[src/rtl/sdram_arbiter.sv]
// sdram_arbiter: shares one SDRAM controller request port between the loader,
// CPU data and CPU instruction-fetch requesters. One 16-bit word transaction
// is in flight at a time; a completion watchdog flags a stalled controller.
// Optional build macro SDRAM_ARB_RR_EN: data and instruction ports share
// round-robin between themselves (loader keeps absolute priority).
module sdram_arbiter #(
    parameter int ADDR_W  = 24,
    parameter int TIMEOUT = 1023
) (
    input  logic              clk,
    input  logic              rst,
    input  logic              ld_req,
    input  logic              ld_we,
    input  logic [ADDR_W-1:0] ld_addr,
    input  logic [15:0]       ld_wdata,
    output logic              ld_ack,
    input  logic              d_req,
    input  logic              d_we,
    input  logic [ADDR_W-1:0] d_addr,
    input  logic [15:0]       d_wdata,
    output logic              d_ack,
    input  logic              i_req,
    input  logic [ADDR_W-1:0] i_addr,
    output logic              i_ack,
    output logic [15:0]       rdata,
    input  logic              mem_ready,
    output logic              mem_req,
    output logic              mem_we,
    output logic [ADDR_W-1:0] mem_addr,
    output logic [15:0]       mem_wdata,
    input  logic [15:0]       mem_rdata,
    input  logic              mem_done,
    output logic              busy,
    output logic              timeout
);

    localparam int CNT_RAW = $clog2(TIMEOUT + 1);
    localparam int CNT_W   = (CNT_RAW > 10) ? CNT_RAW : 10;
    localparam logic [CNT_W-1:0] TIMEOUT_CNT = CNT_W'(TIMEOUT);
    localparam logic [CNT_W-1:0] CNT_ONE     = CNT_W'(1);
    localparam logic [15:0]      STALL_DATA  = 16'hDEAD;

    typedef enum logic [1:0] {S_IDLE, S_ISSUE, S_WAIT, S_ACK} state_t;
    typedef enum logic [1:0] {G_NONE, G_LD, G_D, G_I} grant_t;

    state_t           state, state_nx;
    grant_t           grant, win;
    logic [CNT_W-1:0] wd_cnt;
    logic [CNT_W-1:0] wd_inc;
    logic             wd_expire;
`ifdef SDRAM_ARB_RR_EN
    logic             favour_i;   // 0: d preferred on a d/i tie, 1: i preferred
`endif

    assign wd_inc    = wd_cnt + CNT_ONE;
    assign wd_expire = (wd_inc == TIMEOUT_CNT);

    // Winner selection among the current requests; nothing wins while the controller is not ready
    always_comb begin
        win = G_NONE;
        if (mem_ready) begin
            if (ld_req)
                win = G_LD;
`ifdef SDRAM_ARB_RR_EN
            else if (d_req && i_req)
                win = favour_i ? G_I : G_D;
`endif
            else if (d_req)
                win = G_D;
            else if (i_req)
                win = G_I;
        end
    end

    // State register
    always_ff @(posedge clk) begin
        if (rst)
            state <= S_IDLE;
        else
            state <= state_nx;
    end

    // Next-state and per-state outputs; acks are decoded from the latched grant
    always_comb begin
        state_nx = state;
        mem_req  = 1'b0;
        busy     = 1'b0;
        ld_ack   = 1'b0;
        d_ack    = 1'b0;
        i_ack    = 1'b0;
        case (state)
            S_IDLE: begin
                if (win != G_NONE)
                    state_nx = S_ISSUE;
            end
            S_ISSUE: begin
                mem_req  = 1'b1;
                busy     = 1'b1;
                state_nx = S_WAIT;
            end
            S_WAIT: begin
                mem_req = 1'b1;
                busy    = 1'b1;
                if (mem_done || wd_expire)
                    state_nx = S_ACK;
            end
            S_ACK: begin
                ld_ack   = (grant == G_LD);
                d_ack    = (grant == G_D);
                i_ack    = (grant == G_I);
                state_nx = S_IDLE;
            end
            default: state_nx = S_IDLE;
        endcase
    end

    // Grant, watchdog counter, sticky timeout flag and round-robin pointer
    always_ff @(posedge clk) begin
        if (rst) begin
            grant   <= G_NONE;
            wd_cnt  <= '0;
            timeout <= 1'b0;
`ifdef SDRAM_ARB_RR_EN
            favour_i <= 1'b0;
`endif
        end else begin
            case (state)
                S_IDLE: begin
                    if (win != G_NONE)
                        grant <= win;
                end
                S_WAIT: begin
                    wd_cnt <= wd_inc;
                    // A completion arriving on the expiry cycle still wins
                    if (!mem_done && wd_expire)
                        timeout <= 1'b1;
                end
                S_ACK: begin
                    wd_cnt <= '0;
`ifdef SDRAM_ARB_RR_EN
                    if (grant == G_D)
                        favour_i <= 1'b1;
                    else if (grant == G_I)
                        favour_i <= 1'b0;
`endif
                end
                default: ;
            endcase
        end
    end

    // Transaction payload latched at grant; read data captured at completion or stall
    always_ff @(posedge clk) begin
        if (rst) begin
            mem_we    <= 1'b0;
            mem_addr  <= '0;
            mem_wdata <= '0;
            rdata     <= '0;
        end else begin
            if (state == S_IDLE) begin
                case (win)
                    G_LD: begin
                        mem_we    <= ld_we;
                        mem_addr  <= ld_addr;
                        mem_wdata <= ld_wdata;
                    end
                    G_D: begin
                        mem_we    <= d_we;
                        mem_addr  <= d_addr;
                        mem_wdata <= d_wdata;
                    end
                    G_I: begin
                        mem_we    <= 1'b0;
                        mem_addr  <= i_addr;
                        mem_wdata <= '0;
                    end
                    default: ;
                endcase
            end
            if (state == S_WAIT) begin
                if (mem_done) begin
                    if (!mem_we)
                        rdata <= mem_rdata;
                end else if (wd_expire) begin
                    rdata <= STALL_DATA;
                end
            end
        end
    end

endmodule

[config.mk]
export PLATFORM = sky130hd
export DESIGN_NAME = sdram_arbiter
export DESIGN_NICKNAME = d
export VERILOG_FILES = /design/src/rtl/sdram_arbiter.sv
export SDC_FILE = /design/constraint.sdc
export NUM_CORES = 1
export LEC_CHECK = 0
export CAP_MARGIN = 40
export CORE_MARGIN = 3
export CORE_UTILIZATION = 39
export CTS_CLUSTER_SIZE = 30
export DETAILED_ROUTE_END_ITERATION = 8
export PLACE_DENSITY = 0.82
export SLEW_MARGIN = 15
export SYNTH_ARGS = -nofsm -noshare
export SYNTH_HDL_FRONTEND = slang
export SYNTH_SLANG_ARGS = --single-unit
[constraint.sdc]
create_clock -name clk -period 2 [get_ports clk]
set_input_delay 0.6 -clock clk [delete_from_list [all_inputs] [get_ports clk]]
set_output_delay 0.6 -clock clk [all_outputs]
set_load 0.1 [all_outputs]
; Word level (Yosys, flattened, before mapping)
; Cells that the tools add are included.
[word_totals]
ff_bits = 72
elab_cells = 54
inputBits = 129
[op_classes]
n_eq_ne = 13
n_reduce_logical = 14
n_mux = 18
addsub = 1
[ops]
columns = operator, count
row1 = $pmux 24 s3, 1
row2 = $mux 16, 3
row3 = $pmux 16 s3, 1
row4 = $pmux 10 s2, 1
row5 = $eq 2x2->1 const B, 6
row6 = $mux 2, 6
row7 = $add 10x1->10 const B, 1
row8 = $eq 10x10->1 const B, 1
row9 = $pmux 2 s4, 1
row10 = $reduce_and 2->1, 4
row11 = $eq 2x1->1 const B, 3
row12 = $ne 2x2->1 const B, 3
row13 = $reduce_bool 2->1, 3
row14 = $mux 1, 4
row15 = $pmux 1 s3, 1
row16 = $reduce_and 3->1, 1
row17 = $reduce_bool 3->1, 1
row18 = $logic_not 2->1, 1
row19 = $reduce_or 2->1, 1
row20 = $logic_and 1x1->1, 1
row21 = $logic_not 1->1, 1
row22 = $logic_or 1x1->1, 1

; Depth between registers and ports, before layout
; Gate-level depths: netlist of the first run.
[depth]
word_depth = 7
depth_mapped = 9
mapped_depth_nobuf = 7

; Worst setup path after synthesis of the first run
; No wires, ideal clock.
[synth_timing]
path_type = register -> output
start = register state[1]
end = output d_ack
stages_incl_launch_ff = 4
t_required_ns = 1.400
arrival_ns = 1.840
setup_slack_ns = -0.440
path_cell_list = dfxtp_1 -> ha_1 -> nand2_1 -> nor2_1
[synth_via]
elab_chain_len = 2
[synth_rtl]
columns = item, line_no
row1 = "start, declared", 46  ; state_t state, state_nx;
row2 = "start signal, assigned", 80  ; state <= state_nx;
row3 = $eq 2x2->1, 91  ; case (state)
row4 = $mux 1, 91
row5 = "end, declared", 21  ; output logic d_ack,
; No other way between the ends.

; Final worst setup path of the first run
[layout_timing]
start = register state[1]
end = output i_ack
[layout_via]
elab_chain_len = 2
[layout_rtl]
columns = item, line_no
row1 = $eq 2x2->1, 91
row2 = $mux 1, 91
row3 = "end, declared", 24  ; output logic i_ack,
; No other way between the ends.

==> qor.txt, run 1 <==
Synth cell types: 44
Max IR drop VDD: 0.869 mV
worst hold-check path type: flip-flop to flip-flop
Pwr Density: 1210 mW/mm2
via count: 3744
Final period util: 0.972
Placement Cell Area: 0.00621 mm2
cell family with most CP delay: flip-flops
# DRC: 0
Port Buf Inserts: 191
Final WS setup: 0.0560 ns
worst-path fanout max: 4
Setup violations, final: 0
top post-synthesis cells by area: dfxtp_1, nor2_1, a211oi_1, nand2_1, a22oi_1
minimum clock period: 1.94 ns
MaxCap Viol Count: 0
Hold Vio Cnt, Final: 0
share of post-route cells with drive strength above 1: 0.209
Post-Place Cells: 693
CTS tree: done
Detailed Route WL: 11.7 mm
Finished Layout Cells: 709
Post-synth EDFFs: 0
Post-synth ARST share: 0
post-synthesis sequential element count: 72
crit path capture type: output pin
Seq/Total Area, Yosys: 0.425
Syn Area/Cell: 8.32 um2
leakage dissipation: 2.39 nW
area added between synthesis and finish: 89.4%
Post-DP HPWL: 9.24 mm
largest net degree at the start of global routing: 64
violation count after the first detailed-routing iteration: 127
first-pass GRT wire length: 19.0 mm
Mapped Area: 0.00339 mm2
I/O pins: 192
Final Skew: 0.0135 ns
status: completed
Initial Util: 0.407
Syn Inst Count: 408
die height: 99.3 um
WP buf/inv: 1
nets: 734
post-layout util: 0.771
filler cell count: 555
worst slew pin tran: 0.373 ns
antenna violations before repair: 0
routed len/inst: 16.5 um
Post-DRT Antenna Nets: 0
ys flop type: dfxtp_1
worst hold margin: 0.504 ns
Worst slew margin: 0.751
vias in the first global route: 3881
syn_nets: 543
Pre-antenna DRT Iters: 4
GRT Residual Overflow: 0
H-tree levels: 3
most common cell after layout, fill and taps aside: clkdlybuf4s50_1
Multi-input gate area: 0.00180 mm2
RSZ-0062 raised after global routing: yes
die width: 99.3 um
Hold-fix buffers, CTS: 0
final instance area: 0.00643 mm2
area of the die: 0.00986 mm2
Yosys top cell area share: 0.425
# rows: 33
antenna cells: 0
GPL Wtd Cong: 0.846
achievable frequency: 514 MHz
CTS clk-pin slew, worst paths: 0.08 ns
CP max-delay cell: dfxtp_1
CTS Buf Count: 9
worst-case clock buffer depth: 2
core area: 0.00834 mm2
Place WS: -0.312 ns
Tot GR Track Use: 0.242
Sequential Area: 0.00145 mm2
Slew Limit Fails: 0
clk sinks: 72
kind of critical path: flip-flop to output pin
post-synth top area cell: dfxtp_1
critical path launch point type: flip-flop
Synth Warn #: 0
most frequent cells in the layout: clkdlybuf4s50_1, nor2_1, buf_12
Worst path max stage delay: 0.38 ns
Arr. time, crit path: 1.34 ns
Skew-Pair Late Insertion Delay: 0.34 ns
worst-path cell chain: ha_2 -> and3_1 -> buf_12
Root Buffer: clkbuf_8
post-DR vias/cell: 5.28
WP data required: 1.40 ns
[sequential cells by signal, summed over array words and instances (netlist names)]
register,cells
mem_we,1
state,2
wd_cnt,10
grant,2
timeout,1
mem_addr,24
mem_wdata,16
rdata,16
[synthesized netlist by cell type, drive strengths merged (7+ instances only)]
cell type  count
a22oi         24
xor2           7
o21ai         25
nand2         49
a211oi        34
a311oi        17
dfxtp         72
clkbuf        23
nor2          77
o211ai         8
a21oi         10
buf           11
[per-stage QoR]
| step | power, mW | setup TNS [ns] |
|---|---|---|
| after detailed placement | 6.67 | -9.18 |
| after global routing | 8.10 | -0.0547 |
| after global placement | 6.57 | -4.76 |
| after floorplan | 4.78 | 0 |
| final | 7.79 | 0 |
| after CTS | 7.83 | 0 |
[worst register-to-register path, cell delays in order, from the launching register on]
cell and delay [ns]:
dfxtp_2 0.40, ha_2 0.25, nand3b_1 0.08, mux2i_1 0.18, a31oi_2 0.20, or2_4 0.38, a211oi_1 0.23
[where the power goes]
group          internal, mW  switching [mW]
logic                  1.75            2.85
registers              1.72           0.308
clock network         0.614           0.544
total                  4.08            3.70
[worst paths after layout]
check	from	endpoint	slack, ns	cells past startpoint
max	state[1]	i_ack	0.06	3
min	grant[1]	grant[1]	0.50	2
max reg2reg	wd_cnt[0]	rdata[2]	0.18	6
min reg2reg	grant[1]	grant[1]	0.50	2
[per-layer routing]
| layer | GRT usage | part of all wire |
|---|---|---|
| met3 | 0.0687 | 0.076 |
| met1 | 0.269 | 0.38 |
| met5 | 0 | 0 |
| met2 | 0.442 | 0.53 |
| met4 | 0.0788 | 0.017 |
[kinds of logic after synthesis]
family | synth area share
flops | 0.425
compound gates | 0.283
xor+xnor | 0.0232
simple gates | 0.189
buf+inv | 0.0520
mux | 0.00590
fa+ha+maj | 0.0221
[layout make-up]
type | count | area share
Timing Repair Buffer | 214 | 0.440
Multi-Input combinational cell | 296 | 0.280
Sequential cell | 72 | 0.225
Clock buffer | 12 | 0.0226
Tap cell | 105 | 0.0204
Clock inverter | 4 | 0.00837
Inverter | 6 | 0.00350
[what timing repair did]
item                                    in CTS  in global routing
endpoints found under the setup margin       0                 39
gates resized for setup                      0                  9
setup buffers                                0                  0
Power figures use the tool's default switching activity.
==> run 2, diff against run 1 <==
--- a/config.mk
+++ b/config.mk
@@ -16,2 +16,3 @@
 export SYNTH_HDL_FRONTEND = slang
 export SYNTH_SLANG_ARGS = --single-unit
+export TNS_END_PERCENT = 20
==> constraint.sdc (replaced) <==
create_clock -name clk -period 2 [get_ports clk]
set_input_delay 0.3 -clock clk [delete_from_list [all_inputs] [get_ports clk]]
set_output_delay 0.3 -clock clk [all_outputs]
set_load 0.1 [all_outputs]
==> run 2 against run 1 <==
Effect of this change: flip-flop and latch count unchanged; via count decreased by 1.5%; register-to-register slack got worse by 0.08 ns; sequential share of layout area increased by 3.3 points; utilization decreased by 9.9 points; maximum frequency increased by 2.3%; cell area decreased by 13%; die area unchanged; global-route usage decreased by 2.5 points; cell count decreased by 0.28%; critical path depth increased by 3; first-iteration DRC count decreased by 21%; largest cell class unchanged.
==> qor.txt, run 2 (same netlist as run 1, synthesis figures left out) <==
post-CTS resize count: 0 (unchanged)
cell family with most CP delay: compound AO/OA/AOI/OAI gates (was flip-flops)
filler cell count: 688 (was 555)
H-tree levels: 3 (unchanged)
share of post-route cells with drive strength above 1: 0.199 (was 0.209)
Final period util: 0.950 (was 0.972)
post-CTS setup buffers: 0 (unchanged)
worst hold-check path type: primary input to flip-flop (was flip-flop to flip-flop)
Final Skew: 0.00841 ns (was 0.0135 ns)
WP buf/inv: 0 (was 1)
CTS tree: done (unchanged)
Placement Cell Area: 0.00540 mm2 (was 0.00621 mm2)
Largest regs: mem_addr x24, mem_wdata x16, rdata x16 (unchanged)
kind of critical path: flip-flop to flip-flop (was flip-flop to output pin)
Root Buffer: clkbuf_8 (unchanged)
most frequent cells in the layout: clkdlybuf4s50_1, nor2_1, buf_4 (was clkdlybuf4s50_1, nor2_1, buf_12)
via count: 3688 (was 3744)
status: completed (unchanged)
worst-case clock buffer depth: 2 (unchanged)
largest net degree at the start of global routing: 38 (was 64)
Worst path max stage delay: 0.47 ns (was 0.38 ns)
Worst slew margin: 0.630 (was 0.751)
I/O pins: 192 (unchanged)
die height: 99.3 um (unchanged)
routed len/inst: 15.2 um (was 16.5 um)
minimum clock period: 1.90 ns (was 1.94 ns)
achievable frequency: 526 MHz (was 514 MHz)
antenna cells: 0 (unchanged)
Post-DP HPWL: 8.44 mm (was 9.24 mm)
Setup violations, final: 0 (unchanged)
crit path capture type: flip-flop (was output pin)
cell repeated most along the worst path: mux2i_1
clk sinks: 72 (unchanged)
Tot GR Track Use: 0.217 (was 0.242)
Slew Limit Fails: 0 (unchanged)
most common cell after layout, fill and taps aside: clkdlybuf4s50_1 (unchanged)
Pwr Density: 1240 mW/mm2 (was 1210 mW/mm2)
vias in the first global route: 3782 (was 3881)
Port Buf Inserts: 191 (unchanged)
RSZ-0062 raised after global routing: no (was yes)
Arr. time, crit path: 2.17 ns (was 1.34 ns)
Largest Register: mem_addr (unchanged)
antenna violations before repair: 0 (unchanged)
first-pass GRT wire length: 17.4 mm (was 19.0 mm)
leakage dissipation: 2.15 nW (was 2.39 nW)
WP data required: 2.27 ns (was 1.40 ns)
CP max-delay cell: dfxtp_1 (unchanged)
Skew-Pair Late Insertion Delay: 0.34 ns (about the same)
max FFs per register: 24 (unchanged)
post-DR vias/cell: 5.22 (was 5.28)
Pre-antenna DRT Iters: 4 (unchanged)
worst slew pin tran: 0.555 ns (was 0.373 ns)
Post-DRT Antenna Nets: 0 (unchanged)
Detailed Route WL: 10.8 mm (was 11.7 mm)
CTS clk-pin slew, worst paths: 0.08 ns (about the same)
MaxCap Viol Count: 0 (unchanged)
critical path launch point type: flip-flop (unchanged)
GRT Residual Overflow: 0 (unchanged)
CTS Buf Count: 9 (unchanged)
final instance area: 0.00560 mm2 (was 0.00643 mm2)
violation count after the first detailed-routing iteration: 100 (was 127)
Hold Vio Cnt, Final: 0 (unchanged)
GPL Wtd Cong: 0.818 (was 0.846)
die width: 99.3 um (unchanged)
nets: 732 (was 734)
area added between synthesis and finish: 65.0% (was 89.4%)
worst-path cell chain: ha_2 -> nand3b_1 -> mux2i_1 -> a31oi_2 -> o21ai_0 -> mux2i_1 (was ha_2 -> and3_1 -> buf_12)
# DRC: 0 (unchanged)
R2R Setup Slk: 0.1 ns (was 0.18 ns)
area of the die: 0.00986 mm2 (unchanged)
worst-path fanout max: 7 (was 4)
# rows: 33 (unchanged)
Hold-fix buffers, CTS: 0 (unchanged)
core area: 0.00834 mm2 (unchanged)
Max IR drop VDD: 0.535 mV (was 0.869 mV)
total chip power: 6.92 mW (was 7.79 mW)
Initial Util: 0.407 (unchanged)
[run 2: power breakdown]
part | total [mW] | switching, mW | internal [mW]
clock | 1.14 | 0.569 | 0.573
sequential | 1.90 | 0.184 | 1.72
combinational | 3.88 | 2.79 | 1.08
total | 6.92 | 3.55 | 3.37
[run 2: layer usage]
metal / global-route usage / part of all wire
met5: 0 / 0
met4: 0.0767 / 0.021
met3: 0.0701 / 0.078
met2: 0.387 / 0.51
met1: 0.242 / 0.39
[run 2: path summary, 6_finish.rpt]
| path | start | endpoint | cells after the start |
|---|---|---|---|
| setup / recovery | wd_cnt[0] | state[1] | 6 |
| hold / removal | rst | grant[0] | 2 |
| setup reg to reg | wd_cnt[0] | state[1] | 6 |
| hold reg to reg | timeout | timeout | 2 |
[run 2: through the flow]
| stage | setup TNS, ns | hold WS (ns) | std cells | utilization | worst slack (ns) |
|---|---|---|---|---|---|
| finish | 0 | 0.463 | 707 | 0.671 | 0.0994 |
| global route | 0 | 0.482 | 707 | 0.671 | 0.00461 |
| CTS | 0 | 0.456 | 707 | 0.671 | 0.121 |
| detailed placement | 0 | 0.456 | 691 | 0.647 | 0.0111 |
| global placement | 0 | 0.449 | 691 | 0.647 | 0.0321 |
| floorplan | -0.0851 | 0.436 | 408 | - | -0.0168 |
[run 2: cell type report]
class                   instances  area, um2  area share
inverters                       6       22.5     0.00402
multi-input cells             296       1790       0.319
flip-flops and latches         72       1440       0.257
clock inverters                 7       72.6      0.0130
repair buffers                212       2020       0.361
well taps                     105        131      0.0235
clock buffers                   9        124      0.0221
==> run 3, diff against run 2 <==
- CELL_PAD_IN_SITES_DETAIL_PLACEMENT: not set -> 1
- CELL_PAD_IN_SITES_GLOBAL_PLACEMENT: not set -> 1
- CORE_UTILIZATION: 39 -> 27
- PLACE_DENSITY: 0.82 -> not set
- PLACE_DENSITY_LB_ADDON: not set -> 0.1
==> run 3 against run 2 <==
Effect of this change: sequential share of layout area shrank 1.1 points; clock-buffer cell count is 1 higher; critical path depth fell by 3; utilization down 19 points; routed wire length is 17% higher; hold slack lost 0.076 ns; cell area increased by 4.6%; clock power increased by 67%; critical endpoint is now busy.
==> qor.txt, run 3 (same netlist as run 1, synthesis figures left out) <==
Pre-antenna DRT Iters: 4 (unchanged)
hold depth: 2 (unchanged)
Final period util: 0.877 (was 0.950)
achievable frequency: 570 MHz (was 526 MHz)
Detailed Route WL: 12.6 mm (was 10.8 mm)
area of the die: 0.0139 mm2 (was 0.00986 mm2)
nets: 733 (was 732)
sequential share of power: 0.247 (was 0.275)
internal power: 4.07 mW (was 3.37 mW)
Post-Place Cells: 755 (was 691)
post-DR vias/cell: 4.84 (was 5.22)
Post-DP HPWL: 9.65 mm (was 8.44 mm)
critical path launch point type: flip-flop (unchanged)
antenna cells: 0 (unchanged)
leakage dissipation: 2.25 nW (was 2.15 nW)
Skew-Pair Late Insertion Delay: 0.33 ns (was 0.34 ns)
clk sinks: 72 (unchanged)
Worst Hold Path EP: timeout (was grant[0])
core area: 0.0122 mm2 (was 0.00834 mm2)
Sequential Area: 0.00144 mm2 (about the same)
MaxCap Viol Count: 0 (unchanged)
Max IR drop VDD: 0.486 mV (was 0.535 mV)
worst-case clock buffer depth: 2 (unchanged)
GPL Wtd Cong: 0.748 (was 0.818)
Worst slew margin: 0.720 (was 0.630)
switching part of the total: 0.473 (was 0.513)
Finished Layout Cells: 771 (was 707)
Tot GR Track Use: 0.180 (was 0.217)
worst hold-check path type: primary input to flip-flop (unchanged)
FF-to-FF Start: wd_cnt[3] (was wd_cnt[0])
Place WS: 0.0155 ns (was 0.0111 ns)
most common cell after layout, fill and taps aside: clkdlybuf4s50_1 (unchanged)
Slew Limit Fails: 0 (unchanged)
# DRC: 0 (unchanged)
max FFs per register: 24 (unchanged)
antenna violations before repair: 0 (unchanged)
Port Buf Inserts: 191 (unchanged)
GRT Residual Overflow: 0 (unchanged)
Hold Vio Cnt, Final: 0 (unchanged)
Largest regs: mem_addr x24, mem_wdata x16, rdata x16 (unchanged)
post-CTS setup buffers: 0 (unchanged)
Root Buffer: clkbuf_16 (was clkbuf_8)
CTS Buf Count: 9 (unchanged)
Crit Reg-Reg Endpoint: timeout (was state[1])
filler cell count: 1417 (was 688)
Comb power frac: 0.507 (was 0.560)
Multi-input gate area: 0.00179 mm2 (unchanged)
Initial Util: 0.279 (was 0.407)
via count: 3734 (was 3688)
R2R Setup Slk: 0.26 ns (was 0.1 ns)
Worst Min Path Start: rst (unchanged)
Final WS setup: 0.246 ns (was 0.0994 ns)
violation count after the first detailed-routing iteration: 204 (was 100)
minimum clock period: 1.75 ns (was 1.90 ns)
CTS tree: done (unchanged)
Pwr Density: 1320 mW/mm2 (was 1240 mW/mm2)
worst slew pin tran: 0.417 ns (was 0.555 ns)
most frequent cells in the layout: clkdlybuf4s50_1, nor2_1, buf_4 (unchanged)
largest net degree at the start of global routing: 40 (was 38)
total chip power: 7.71 mW (was 6.92 mW)
# rows: 40 (was 33)
Setup violations, final: 0 (unchanged)
Arr. time, crit path: 1.45 ns (was 2.17 ns)
I/O pins: 192 (unchanged)
cell depth of the worst flop-to-flop path: 5 (was 6)
status: completed (unchanged)
WP data required: 1.70 ns (was 2.27 ns)
clock power share: 0.246 (was 0.165)
setup TNS: 0 ns (unchanged)
CTS clk-pin slew, worst paths: 0.06 ns (was 0.08 ns)
switching pwr: 3.65 mW (was 3.55 mW)
routed len/inst: 16.3 um (was 15.2 um)
die width: 118 um (was 99.3 um)
H-tree levels: 3 (unchanged)
Post-DRT Antenna Nets: 0 (unchanged)
die height: 118 um (was 99.3 um)
area added between synthesis and finish: 72.6% (was 65.0%)
worst-path fanout max: 4 (was 7)
share of post-route cells with drive strength above 1: 0.204 (was 0.199)
crit path capture type: output pin (was flip-flop)
first-pass GRT wire length: 20.3 mm (was 17.4 mm)
vias in the first global route: 3995 (was 3782)
Final Skew: 0.00694 ns (was 0.00841 ns)
RSZ-0062 raised after global routing: no (unchanged)
Largest Register: mem_addr (unchanged)
kind of critical path: flip-flop to output pin (was flip-flop to flip-flop)
==> run 3: cell types whose count changed in the layout (fill, tap and decap cells not counted), moves of 2 or more <==
| cell | delta |
|---|---|
| bufinv_16 | +2 |
| clkbuf_16 | +9 |
| clkbuf_8 | -8 |
| clkinvlp_4 | -4 |
| dfxtp_1 | -2 |
| dfxtp_2 | +2 |
==> run 3: layout make-up <==
cell class              count  share of cell area
repair buffers            213               0.348
inverters                   6             0.00384
clock inverters             6              0.0196
clock buffers              10              0.0408
well taps                 168              0.0359
flip-flops and latches     72               0.246
multi-input cells         296               0.305
==> run 3: critical path: stages, from the launching register on <==
cell and delay [ns]:
dfxtp_1 0.38, inv_1 0.09, ha_1 0.44, buf_12 0.21
==> run 3: power by group through the flow <==
stage	clock network, mW	registers (mW)	logic, mW
2_1_floorplan	0	3.63	1.11
3_3_place_gp	0	1.92	3.87
3_5_place_dp	0	1.93	3.94
4_1_cts	1.95	1.90	3.95
5_1_grt	2.00	1.95	4.12
6_report	1.90	1.91	3.91
==> run 3: per-stage QoR <==
step	hold slack, ns	utilization	area (um2)
2_1_floorplan	0.436	-	3400
3_3_place_gp	0.437	0.452	5500
3_5_place_dp	0.465	0.452	5500
4_1_cts	0.413	0.481	5850
5_1_grt	0.428	0.482	5860
6_report	0.387	0.482	5860
==> run 3: layer usage <==
metal  global-route usage  part of all wire
met3               0.0716             0.078
met4               0.0513             0.017
met1                0.187              0.39
met5                    0                 0
met2                0.332              0.52
==> run 3: how the worst max path moves through the flow <==
stage / startpoint / endpoint / slack (ns) / cells past startpoint
3_5_place_dp: ld_req / mem_addr[6] / 0.02 / 7
2_1_floorplan: mem_we / rdata[13] / -0.02 / 5
5_1_grt: wd_cnt[1] / rdata[2] / 0.08 / 6
4_1_cts: wd_cnt[0] / rdata[2] / 0.12 / 6
6_report: state[1] / busy / 0.25 / 3
3_3_place_gp: ld_req / mem_addr[17] / 0.14 / 7
==> run 3: timing repair <==
item,CTS,global route
resized for setup,0,3
endpoints found under the setup margin,0,4
hold buffers,0,0
